### src/rtl/cpu_pkg.sv
// Shared definitions for the 16-bit processor: datapath widths, opcode
// encodings used by decode, and the fetch-queue entry layout.
package cpu_pkg;

  localparam int ADDR_W  = 16;
  localparam int INSTR_W = 16;
  localparam int IMM_W   = 10;

  // Opcode field (instr[15:13]); fetch never interprets these, decode does.
  localparam logic [2:0] OP_ADD = 3'b000;
  localparam logic [2:0] OP_SUB = 3'b001;
  localparam logic [2:0] OP_OUT = 3'b100;
  localparam logic [2:0] OP_LDI = 3'b101;
  localparam logic [2:0] OP_BNE = 3'b110;

  // One prefetched instruction together with the address it came from.
  typedef struct packed {
    logic [ADDR_W-1:0]  pc;
    logic [INSTR_W-1:0] instr;
  } fetch_entry_t;

  // Branch target: base address plus sign-extended word offset, wrapping mod 2^16.
  function automatic logic [ADDR_W-1:0] branch_target(
    input logic [ADDR_W-1:0] base,
    input logic [IMM_W-1:0]  offset
  );
    return base + {{(ADDR_W-IMM_W){offset[IMM_W-1]}}, offset};
  endfunction

endpackage

### src/rtl/fetch_fifo.sv
// Prefetch queue between the instruction memory and decode. A DEPTH-entry
// synchronous FIFO of {pc, instr} with a single-cycle flush used on redirects.
module fetch_fifo
  import cpu_pkg::*;
#(
  parameter int DEPTH = 2
) (
  input  logic         clk,
  input  logic         reset,
  input  logic         push,
  input  logic         pop,
  input  logic         flush,
  input  fetch_entry_t push_entry,
  output logic         full,
  output logic         empty,
  output fetch_entry_t head
);

  localparam int PTR_W = (DEPTH > 1) ? $clog2(DEPTH) : 1;
  localparam int CNT_W = $clog2(DEPTH + 1);

  fetch_entry_t     r_mem [DEPTH];
  logic [PTR_W-1:0] r_wr_ptr;
  logic [PTR_W-1:0] r_rd_ptr;
  logic [CNT_W-1:0] r_count;

  logic w_do_push;
  logic w_do_pop;

  // Pointer advance with explicit wrap so any DEPTH, including 1, works.
  function automatic logic [PTR_W-1:0] ptr_inc(input logic [PTR_W-1:0] p);
    return (p == PTR_W'(DEPTH - 1)) ? '0 : p + PTR_W'(1);
  endfunction

  assign full  = (r_count == CNT_W'(DEPTH));
  assign empty = (r_count == '0);
  assign head  = r_mem[r_rd_ptr];

  // A push into a full queue is only legal when the head leaves in the same cycle.
  assign w_do_push = push && (!full || pop);
  assign w_do_pop  = pop && !empty;

  // Storage, pointers and occupancy; flush empties the queue in one cycle.
  // NOTE: sequential state uses non-blocking (<=) so every register samples
  // pre-edge values; blocking here would create order-dependent simulation.
  always_ff @(posedge clk or posedge reset) begin
    if (reset) begin
      // NOTE: the storage array is reset too, so the head reads as zero
      // straight out of reset; this costs a reset net on every entry.
      for (int i = 0; i < DEPTH; i++) begin
        r_mem[i] <= '0;
      end
      r_wr_ptr <= '0;
      r_rd_ptr <= '0;
      r_count  <= '0;
    end else if (flush) begin
      r_wr_ptr <= '0;
      r_rd_ptr <= '0;
      r_count  <= '0;
    end else begin
      if (w_do_push) begin
        r_mem[r_wr_ptr] <= push_entry;
        r_wr_ptr        <= ptr_inc(r_wr_ptr);
      end
      if (w_do_pop) begin
        r_rd_ptr <= ptr_inc(r_rd_ptr);
      end
      case ({w_do_push, w_do_pop})
        2'b10:   r_count <= r_count + CNT_W'(1);
        2'b01:   r_count <= r_count - CNT_W'(1);
        default: r_count <= r_count;
      endcase
    end
  end

endmodule

### src/rtl/instruction_fetch.sv
// Fetch stage: drives the instruction-memory address, queues returned words
// with their PC, and hands them to decode over valid/ready. A taken branch
// from execute flushes the queue and restarts fetch at the branch target.
module instruction_fetch
  import cpu_pkg::*;
#(
  parameter int               DEPTH    = 2,
  parameter logic [ADDR_W-1:0] RESET_PC = 16'h0000
) (
  input  logic               clk,
  input  logic               reset,
  output logic [ADDR_W-1:0]  imem_addr,
  input  logic [INSTR_W-1:0] imem_data,
  output logic               if_valid,
  input  logic               if_ready,
  output logic [INSTR_W-1:0] if_instr,
  output logic [ADDR_W-1:0]  if_pc,
  input  logic               redirect_valid,
  input  logic [ADDR_W-1:0]  redirect_pc,
  input  logic [IMM_W-1:0]   redirect_offset
);

  logic [ADDR_W-1:0] r_fetch_pc;

  logic         w_full;
  logic         w_empty;
  logic         w_pop;
  logic         w_push;
  fetch_entry_t w_head;
  fetch_entry_t w_push_entry;

  // Memory is combinational, so the word for fetch_pc is available this cycle.
  assign imem_addr    = r_fetch_pc;
  assign w_push_entry = '{pc: r_fetch_pc, instr: imem_data};

  assign if_valid = !w_empty;
  assign if_instr = w_head.instr;
  assign if_pc    = w_head.pc;

  // A pop alongside a redirect is still a delivered instruction; the rest of
  // the queue and the in-flight fetch are wrong-path and are dropped.
  assign w_pop  = if_valid && if_ready;
  assign w_push = !redirect_valid && (!w_full || w_pop);

  // Fetch address: redirect wins, otherwise advance only when the word was queued.
  always_ff @(posedge clk or posedge reset) begin
    if (reset) begin
      r_fetch_pc <= RESET_PC;
    end else if (redirect_valid) begin
      r_fetch_pc <= branch_target(redirect_pc, redirect_offset);
    end else if (w_push) begin
      r_fetch_pc <= r_fetch_pc + ADDR_W'(1);
    end
  end

  fetch_fifo #(
    .DEPTH (DEPTH)
  ) u_fetch_fifo (
    .clk        (clk),
    .reset      (reset),
    .push       (w_push),
    .pop        (w_pop),
    .flush      (redirect_valid),
    .push_entry (w_push_entry),
    .full       (w_full),
    .empty      (w_empty),
    .head       (w_head)
  );

endmodule

### config.mk
export PLATFORM = sky130hd
export DESIGN_NAME = instruction_fetch
export DESIGN_NICKNAME = d
export VERILOG_FILES = /design/src/rtl/cpu_pkg.sv /design/src/rtl/fetch_fifo.sv /design/src/rtl/instruction_fetch.sv
export SDC_FILE = /design/constraint.sdc
export NUM_CORES = 1
export LEC_CHECK = 0
export BUFFER_PORTS_ARGS = -buffer_cell sky130_fd_sc_hd__buf_2
export CAP_MARGIN = 0
export CORE_MARGIN = 2
export CORE_UTILIZATION = 31
export CTS_CLUSTER_SIZE = 12
export DETAILED_ROUTE_END_ITERATION = 8
export MAX_ROUTING_LAYER = met4
export PLACE_DENSITY = 0.61
export SLEW_MARGIN = 20
export SYNTH_ARGS = -nofsm -noshare
export SYNTH_HDL_FRONTEND = slang
export SYNTH_HIERARCHICAL = 1
export SYNTH_SLANG_ARGS = --single-unit
### constraint.sdc
create_clock -name clk -period 2.35 [get_ports clk]
set_input_delay 0.3525 -clock clk [delete_from_list [all_inputs] [get_ports clk]]
set_output_delay 0.3525 -clock clk [all_outputs]
set_load 0.01 [all_outputs]
== Word level (Yosys, flattened, before mapping) ==
Index checks and enable logic that the tools add are counted.
Word-level totals
  output and inout port bits: 49
  input bits: 46
  bits in registers: 84
Operators by class
  mux-type cells: 16
  order comparisons: 3
  equality and inequality tests: 3
  add/sub/neg operators: 6
  bitwise operators: 3
  reductions and logical operators: 15
Operator list (number)
  $mux W32: 4
  $bwmux W64: 1
  $demux W32 S1: 1
  $mux W16: 2
  $add A16 B1 Y16 const B: 1
  $add A16 B16 Y16: 1
  $mux W1: 6
  $reduce_bool A2 Y1: 3
  $logic_and A1 B1 Y1: 5
  $eq A2 B2 Y1 const B: 2
  $ge A2 B2 Y1 const B: 2
  $not A1 Y2: 2
  $pmux W2 S2: 1
  $logic_not A1 Y1: 3
  $reduce_bool A3 Y1: 1
  $add A1 B1 Y1 const B: 2
  $add A2 B1 Y2 const B: 1
  $eq A2 B1 Y1 const B: 1
  $logic_not A2 Y1: 1
  $lt A2 B1 Y1 const B: 1
  $mux W2: 1
  $reduce_and A2 Y1: 1
  $sub A2 B1 Y2 const B: 1
  $logic_or A1 B1 Y1: 1
  $not A1 Y1: 1

== Depth between registers and ports, before layout ==
Gate-level depths: netlist (run 1).
  depth in word-level cells: 9
  gate-level depth with buffers: 8
  gate-level depth less buffers: 8

== By module ==
Netlist (run 1), hierarchy kept.
Modules (own cells, without submodules)
  fetch_fifo: area each 3134.3 um^2, instances 1, seq. area each 1701.6 um^2, cells each 199
  instruction_fetch: area each 1634.1 um^2, instances 1, seq. area each 400.4 um^2, cells each 187

== Worst setup path after synthesis (run 1) ==
OpenSTA, ideal clock, no wires.
  path type: input -> register
  start point: input port redirect_pc[0]
  end point: register r_fetch_pc[12] (netlist: imem_addr[12])
  cell stages on the path: 8
  slack: 0.171 ns
  path buffers: 0
  data required time: 2.256 ns
  arrival time: 2.085 ns
  library setup time: 0.094 ns
  cell sequence: ha_1 > fa_1 > a211o_2 > a21oi_1 > nor3b_2 > nor2_2 > o21ai_0 > a221oi_2
Between the ends
  cells in the longest elaborated chain, start to end: 2
RTL lines
  start, declared: line instruction_fetch.sv:19  | input logic [ADDR_W-1:0] redirect_pc,
  $add A16 B16 Y16: line cpu_pkg.sv:27  | return base + {{(ADDR_W-IMM_W){offset[IMM_W-1]}}, offset};
  $mux W16: line instruction_fetch.sv:49  | end else if (redirect_valid) begin
  end signal, assigned: line instruction_fetch.sv:50  | r_fetch_pc <= branch_target(redirect_pc, redirect_offset);
  end signal, assigned: line instruction_fetch.sv:52  | r_fetch_pc <= r_fetch_pc + ADDR_W'(1);
  end, declared: line instruction_fetch.sv:23  | logic [ADDR_W-1:0] r_fetch_pc;
No other way between the ends.
A chain may end at the register's enable or synchronous reset.

== Final worst setup path (run 1) ==
  start point: register u_fetch_fifo.r_count[1]
  end point: register u_fetch_fifo/r_mem[49] (netlist bit)
Between the ends
  cells in the longest elaborated chain, start to end: 7
RTL lines
  start, declared: line fetch_fifo.sv:25  | logic [CNT_W-1:0] r_count;
  start signal, assigned: line fetch_fifo.sv:69  | 2'b10: r_count <= r_count + CNT_W'(1);
  start signal, assigned: line fetch_fifo.sv:70  | 2'b01: r_count <= r_count - CNT_W'(1);
  start signal, assigned: line fetch_fifo.sv:71  | default: r_count <= r_count;
  $logic_not A2 Y1: line fetch_fifo.sv:36  | assign empty = (r_count == '0);
  named net w_empty: line instruction_fetch.sv:26  | logic w_empty;
  $logic_not A1 Y1: line instruction_fetch.sv:36  | assign if_valid = !w_empty;
  $logic_and A1 B1 Y1: line instruction_fetch.sv:42  | assign w_pop = if_valid && if_ready;
  $logic_or A1 B1 Y1: line instruction_fetch.sv:43  | assign w_push = !redirect_valid && (!w_full || w_pop);
  $logic_and A1 B1 Y1: line instruction_fetch.sv:43
  named net w_push: line instruction_fetch.sv:28  | logic w_push;
  $logic_and A1 B1 Y1: line fetch_fifo.sv:40  | assign w_do_push = push && (!full || pop);
  $reduce_and A2 Y1 (no source line)
  end signal, assigned by index: line fetch_fifo.sv:62  | r_mem[r_wr_ptr] <= push_entry;
  end, declared: line fetch_fifo.sv:22  | fetch_entry_t r_mem [DEPTH];
The timed path passes the listed nets, and every way through them passes these cells.

==> metrics.md, run 1 <==
| Metric | Value |
|---|---|
| Final Core Density | 38.6% |
| CTS tree | done |
| Yosys reg bits | 84 |
| Syn_nets | 449 |
| H-tree Lvls | 3 |
| Power share of the clock group | 26.2% |
| Leak | 2.71 nW |
| Crit-path cells | nor2_1 > nand2b_4 > a21oi_1 > or4b_2 > buf_12 > mux2_4 |
| Post-synth top area cell | dfrtp_1 |
| Comb power frac | 31.7% |
| Total power divided by cell area | 930 nW/um^2 |
| GR Util met1 | 19.1% |
| Largest stage delay, worst path | 0.70 ns |
| Via count | 3256 |
| Postcts setup bufs | 0 |
| Overall Global Routing Usage | 14.2% |
| Flop pwr share | 42.1% |
| Setup repair after global routing missed its margin | false |
| P_int | 3.81 mW |
| Clk root buf | clkbuf_16 |
| Max-Cap Viols | 0 |
| Layout cell share with drive strength beyond 1 | 48.0% |
| Critical path class | reg -> reg |
| Critical path's slowest cell | or4b_2 |
| Clock Sinks | 84 |
| Dpl hpwl | 7.90 mm |
| Commonest register cell after synthesis | dfrtp_1 |
| Critical path buffers and inverters | 1 |
| GRT met2 Usage | 22.0% |
| DRT Pass-1 Iters | 4 |
| Routability cong. | 0.835 |
| Row count | 45 |
| Met3 Track Usage GR | 2.38% |
| Clk_skew | 0.00706 ns |
| Die Wd | 128 um |
| Critical path peak fanout | 19 |
| Worst skew pair latency | 0.33 ns |
| Crit start category | flop |
| Max frequency | 443 MHz |
| Vias in the first global route | 3476 |
| Worst VDD drop | 302 uV |
| Final Hold Vio Count | 0 |
| Chip Height | 128 um |
| Synth Instances | 386 |
| # nets final | 556 |
| Largest net degree at the start of global routing | 38 |
| Buffers on Ports | 94 |
| Post_cts resized | 0 |
| Ant diodes | 0 |
| Crit share post-route | 96.1% |
| YS warnings | 6 |
| Switching portion of total power | 29.7% |
| Initial DRC count | 158 |
| DIE AREA | 16400 um^2 |
| Via density per instance | 4.75 |
| Crit end category | flop |
| Dominant cells by area after synthesis | dfrtp_1 44%, mux2_2 16%, mux2_4 9.1% |
| Synth async-reset ratio | 100% |
| EDFF count, synth | 0 |
| Status | finished clean |
| Final worst path period need | 2.26 ns |
| Slew headroom | 54.7% |
| CTS max path bufs | 2 |
| Post-Syn Area | 4770 um^2 |
| Synthesized area per cell | 12.4 um^2 |
| CTS Hold Bufs | 0 |
| Critical Path RT | 2.56 ns |
| Final Setup Violations | 0 |
| First-pass GRT wire length | 17.8 mm |
| Grt ovf | 0 |
| Overall power | 5.42 mW |
| Max Slew Vio Count | 0 |
| DRC viols | 0 |
| Min-delay worst type | in -> async |
| Yosys top cell area share | 44.1% |
| Layout area overhead | 22.3% |
| Critical path's top delay family | simple AND/OR/NAND/NOR gates |
| Drt total wl | 10.7 mm |
| DR WL/cell | 15.6 um |
| Worst-path clk slew | 0.06 ns |
| Antenna Violating Nets Remaining | 0 |
| Initial core utilization | 31.6% |
| Worst-Margin Slew | 0.679 ns |
| IO Count | 95 |
| Net Switching | 1.61 mW |
| Core area | 15100 um^2 |
| Sequential area share after synthesis | 44.1% |
| Total CTS buffers | 9 |
| Most used routing layer | met2 |
| Initial antenna violation count | 0 |
| CP arrival | 2.47 ns |
| Synth cell types | 58 |
cells in the mapped netlist, drive strengths merged (2+ instances only):
master  instances
nor2b           2
a211oi          3
a311oi          2
inv            13
nand4           2
a211o           2
nand2b          3
dfrtp          84
nor2           13
ha             16
buf             9
nand3           8
mux2i           5
and3            4
and4            7
a21boi          4
xnor2          13
or3             2
a221oi          2
o21ai          16
nor3b           2
xor2           13
a21oi          19
clkbuf          6
nor3            2
mux2           97
nand2          21
sequential cells by signal (all words and copies together) (netlist names):
register	count
u_fetch_fifo/r_mem	64
imem_addr	16
u_fetch_fifo/r_count	2
u_fetch_fifo/r_rd_ptr	1
u_fetch_fifo/r_wr_ptr	1
cells by family (layout without fill, tap and decap cells):
group           count (synthesis)  after routing  share of synthesized area [%]
mux                           102            102                           26.2
flops                          84             84                           44.1
simple gates                   72             72                           8.40
compound gates                 57             57                           8.11
buf+inv                        28            140                           3.78
xor+xnor                       26             26                           4.78
fa+ha+maj                      17             17                           4.62
metal layers:
| layer | wire length, um | vias up |
|---|---|---|
| met3 | 381 | 10 |
| met4 | 118 | 0 |
| met2 | 4780 | 75 |
| li1 | - | 1602 |
| met5 | 0 | - |
| met1 | 5430 | 1569 |
power by group through the flow:
stage	Clock (mW)	Sequential (mW)	Combinational (mW)
6_report	1.42	2.28	1.72
3_5_place_dp	0	2.31	1.73
3_3_place_gp	0	2.27	1.70
2_1_floorplan	0	2.21	1.21
5_1_grt	1.54	2.36	1.89
4_1_cts	1.47	2.28	1.74
worst register-to-register path, stage by stage, from the launching register on:
cell and delay [ns]:
dfrtp_1 0.46, nor2_1 0.09, nand2b_4 0.18, a21oi_1 0.18, or4b_2 0.70, buf_12 0.22, mux2_4 0.32
cell usage in the layout (no fill, tap or decap), drive strengths merged, types with 3 or more instances in the layout:
master,instances
xnor2,13
clkbuf,12
a21boi,4
mux2,97
ha,16
nand2,21
nor2,13
dfrtp,84
xor2,13
and4,7
nand3,8
inv,13
a211oi,3
and3,4
a21oi,19
o21ai,16
mux2i,5
buf,111
nand2b,3
area by class of cell:
class / count / area (um^2)
timing repair buffer: 111 / 648
fill: 1464 / 9260
clock buffer: 12 / 256
tap: 188 / 235
clock inverter: 4 / 47.5
inverter: 13 / 48.8
multi-input combinational: 274 / 2490
sequential: 84 / 2100
per-stage QoR:
step / setup TNS, ns / hold WS [ns] / area [um^2] / worst slack, ns / cells
6_report: 0 / 0.116 / 5830 / 0.0911 / 686
5_1_grt: 0 / 0.161 / 5830 / 0.00755 / 686
4_1_cts: 0 / 0.134 / 5830 / 0.103 / 686
3_5_place_dp: -0.0955 / 0.490 / 5530 / -0.0457 / 670
3_3_place_gp: -0.0160 / 0.483 / 5530 / -0.0160 / 670
2_1_floorplan: 0 / 0.266 / 4770 / 0.171 / 386
worst paths after layout:
| path | from | endpoint | slack, ns | cells after the start |
|---|---|---|---|---|
| max in group asynchronous | reset | u_fetch_fifo/r_mem[32]$_DFFE_PP0P_ | 1.58 | 3 |
| worst min-delay path | reset | imem_addr[4]$_DFFE_PP0P_ | 0.12 | 2 |
| worst max register to register | u_fetch_fifo/r_count[1]$_DFFE_PP0P_ | u_fetch_fifo/r_mem[49]$_DFFE_PP0P_ | 0.09 | 6 |
| worst max-delay path | u_fetch_fifo/r_count[1]$_DFFE_PP0P_ | u_fetch_fifo/r_mem[49]$_DFFE_PP0P_ | 0.09 | 6 |
| min in group clk | imem_data[2] | u_fetch_fifo/r_mem[34]$_DFFE_PP0P_ | 0.27 | 2 |
| worst min register to register | u_fetch_fifo/r_mem[22]$_DFFE_PP0P_ | u_fetch_fifo/r_mem[22]$_DFFE_PP0P_ | 0.50 | 1 |
(Power assumes the default switching activity.)
==> run 2, diff against run 1 <==
--- a/config.mk
+++ b/config.mk
@@ -8,12 +8,12 @@
 export BUFFER_PORTS_ARGS = -buffer_cell sky130_fd_sc_hd__buf_2
 export CAP_MARGIN = 0
 export CORE_MARGIN = 2
-export CORE_UTILIZATION = 31
+export CORE_UTILIZATION = 55
 export CTS_CLUSTER_SIZE = 12
 export DETAILED_ROUTE_END_ITERATION = 8
 export MAX_ROUTING_LAYER = met4
-export PLACE_DENSITY = 0.61
-export SLEW_MARGIN = 20
+export PLACE_DENSITY = 0.91
+export REMOVE_ABC_BUFFERS = 1
 export SYNTH_ARGS = -nofsm -noshare
 export SYNTH_HDL_FRONTEND = slang
 export SYNTH_HIERARCHICAL = 1
==> metrics.md, run 2 (synthesized netlist as in run 1, its figures left out) <==
| Metric | Value |
|---|---|
| Hold_ws | 0.0141 ns (-0.102 ns) |
| CTS max path bufs | 2 (unchanged) |
| Worst skew pair latency | 0.35 ns (+0.02 ns) |
| Final Core Density | 66.8% (+28 points) |
| Chip Height | 97.1 um (-24%) |
| Post-Route Setup TNS | 0 ns (unchanged) |
| M1 wire length | 4.45 mm (-18%) |
| Uppermost layer routed | met4 |
| Switching portion of total power | 32.2% (+2.5 points) |
| CP arrival | 2.45 ns (-0.02 ns) |
| Layout area overhead | 16.2% |
| Core area | 8300 um^2 (-45%) |
| Layout cell share with drive strength beyond 1 | 47.4% (-0.63 points) |
| Vias in the first global route | 3488 (+0.35%) |
| First-pass GRT wire length | 16.9 mm (-5.3%) |
| Via density per instance | 5.69 (+20%) |
| DRT Pass-1 Iters | 4 (unchanged) |
| DR WL/cell | 16.8 um (+7.9%) |
| Power share of the clock group | 18.2% (-8.0 points) |
| Initial core utilization | 57.5% (+26 points) |
| Crit end category | flop |
| Net Switching | 1.57 mW (-2.3%) |
| Max Slew Vio Count | 0 (unchanged) |
| Min-delay worst type | in -> async |
| Antenna Violating Nets Remaining | 0 (unchanged) |
| Reg-to-reg startpoint | u_fetch_fifo/r_count[0]$_DFFE_PP0P_ |
| H-tree Lvls | 3 (unchanged) |
| Clk_skew | 0.0107 ns (+0.00362 ns) |
| Max frequency | 451 MHz (+2.0%) |
| CTS tree | done |
| Critical path's slowest cell | or4b_2 |
| P_int | 3.31 mW (-13%) |
| Register-to-Register Setup Slack | 0.14 ns (+0.04 ns) |
| DIE AREA | 9430 um^2 (-42%) |
| Worst r2r dst | u_fetch_fifo/r_mem[45]$_DFFE_PP0P_ |
| Worst-Margin Slew | 0.637 ns (-0.0427 ns) |
| Overall Global Routing Usage | 22.7% (+8.5 points) |
| Postcts setup bufs | 0 (unchanged) |
| Crit start category | flop |
| Final worst path period need | 2.21 ns (-0.0440 ns) |
| Final Setup Violations | 0 (unchanged) |
| Worst reg-to-reg path cell count | 6 (unchanged) |
| Largest net degree at the start of global routing | 48 (+26%) |
| Row count | 33 (-27%) |
| Largest register FFs | 64 (unchanged) |
| Total power divided by cell area | 881 nW/um^2 (-5.3%) |
| Most frequent cells in the layout | 94 x buf_2, 82 x dfrtp_1, 68 x mux2_2 |
| Max-Cap Viols | 0 (unchanged) |
| Grt ovf | 0 (unchanged) |
| Worst-path clk slew | 0.08 ns (+0.02 ns) |
| Crit share post-route | 94.3% (-1.9 points) |
| Leak | 2.61 nW (-3.8%) |
| DRC viols | 0 (unchanged) |
| Via count | 3395 (+4.3%) |
| Slew headroom | 57.5% (+2.9 points) |
| Largest stage delay, worst path | 0.65 ns (-0.05 ns) |
| Clock Sinks | 84 (unchanged) |
| Fill count | 612 (-58%) |
| IO Count | 95 (unchanged) |
| Drt total wl | 10.1 mm (-6.1%) |
| Most common cell after layout, fill and taps aside | buf_2 |
| CTS Hold Bufs | 0 (unchanged) |
| Comb power frac | 34.8% (+3.1 points) |
| Ant diodes | 0 (unchanged) |
| Initial DRC count | 191 (+21%) |
| Worst VDD drop | 375 uV (+24%) |
| Dpl hpwl | 7.35 mm (-7.0%) |
| Metal2 WL | 4.92 mm (+2.8%) |
| Total CTS buffers | 9 (unchanged) |
| Routability cong. | 0.912 (+9.3%) |
| Critical Path RT | 2.59 ns (+0.03 ns) |
| Status | finished clean |
| Initial antenna violation count | 0 (unchanged) |
| WL met3 | 507 um (+33%) |
| Reg with most FFs | u_fetch_fifo/r_mem |
| Buffers on Ports | 94 (unchanged) |
| Critical path peak fanout | 33 (+14) |
| Setup repair after global routing missed its margin | false |
| Flop pwr share | 47.0% (+4.9 points) |
| Final Hold Vio Count | 0 (unchanged) |
| Crit-path cells | nor2_1 > nand2b_4 > a21oi_1 > or4b_2 > buf_12 > mux2_4 |
| # nets final | 550 (-1.1%) |
| Clk root buf | clkbuf_8 |
| Die Wd | 97.1 um (-24%) |
| Critical path class | reg -> reg |
==> run 2: layer usage <==
metal,track usage (%),vias up
met5,-,-
met3,3.17,17
li1,-,1597
met4,9.43,0
met2,36.9,113
met1,28.7,1668
==> run 2: how the worst max path moves through the flow <==
stage | from | slack [ns] | cells after the start | end
6_report | u_fetch_fifo/r_count[0]$_DFFE_PP0P_ | 0.14 | 6 | u_fetch_fifo/r_mem[45]$_DFFE_PP0P_
5_1_grt | u_fetch_fifo/r_count[0]$_DFFE_PP0P_ | 0.07 | 6 | u_fetch_fifo/r_mem[50]$_DFFE_PP0P_
3_3_place_gp | redirect_pc[0] | 0.03 | 9 | imem_addr[12]$_DFFE_PP0P_
2_1_floorplan | u_fetch_fifo/r_count[0]$_DFFE_PP0P_ | -1.50 | 6 | u_fetch_fifo/r_mem[0]$_DFFE_PP0P_
3_5_place_dp | redirect_pc[0] | -0.07 | 9 | imem_addr[12]$_DFFE_PP0P_
4_1_cts | u_fetch_fifo/r_count[0]$_DFFE_PP0P_ | 0.09 | 6 | u_fetch_fifo/r_mem[45]$_DFFE_PP0P_
==> run 2: layout make-up <==
type | instances | area (um^2) | area share, %
multi-input combinational | 274 | 2490 | 45.0
clock buffer | 12 | 135 | 2.44
timing repair buffer | 105 | 603 | 10.9
tap | 105 | 131 | 2.37
clock inverter | 4 | 26.3 | 0.474
inverter | 13 | 48.8 | 0.881
sequential | 84 | 2100 | 38.0
==> run 2: critical path, delay by kind of cell (launching register included) <==
kind	cells	cell delay, ns
flops	1	0.44
buf+inv	1	0.23
mux	1	0.32
compound gates	1	0.19
simple gates	3	0.90
==> run 2: per-stage QoR <==
step | power, mW | cell area [um^2] | std cells | worst slack [ns]
global placement | 3.90 | 5380 | 581 | 0.0306
detailed placement | 4.02 | 5380 | 581 | -0.0708
CTS | 4.92 | 5540 | 597 | 0.0870
finish | 4.88 | 5540 | 597 | 0.135
floorplan | 3.40 | 4640 | 371 | -1.50
global route | 5.18 | 5540 | 597 | 0.0693
==> run 2: timing repair <==
action | in CTS | in global routing
resized for setup | 0 | 2
setup endpoints to repair | 0 | 11
hold endpoints to repair | 0 | 0
==> run 2: power by group through the flow <==
stage | Clock, mW | Sequential, mW | Combinational, mW
final | 0.888 | 2.29 | 1.70
after global routing | 0.976 | 2.35 | 1.85
after CTS | 0.914 | 2.29 | 1.72
after detailed placement | 0 | 2.31 | 1.71
after global placement | 0 | 2.25 | 1.64
after floorplan | 0 | 2.22 | 1.18
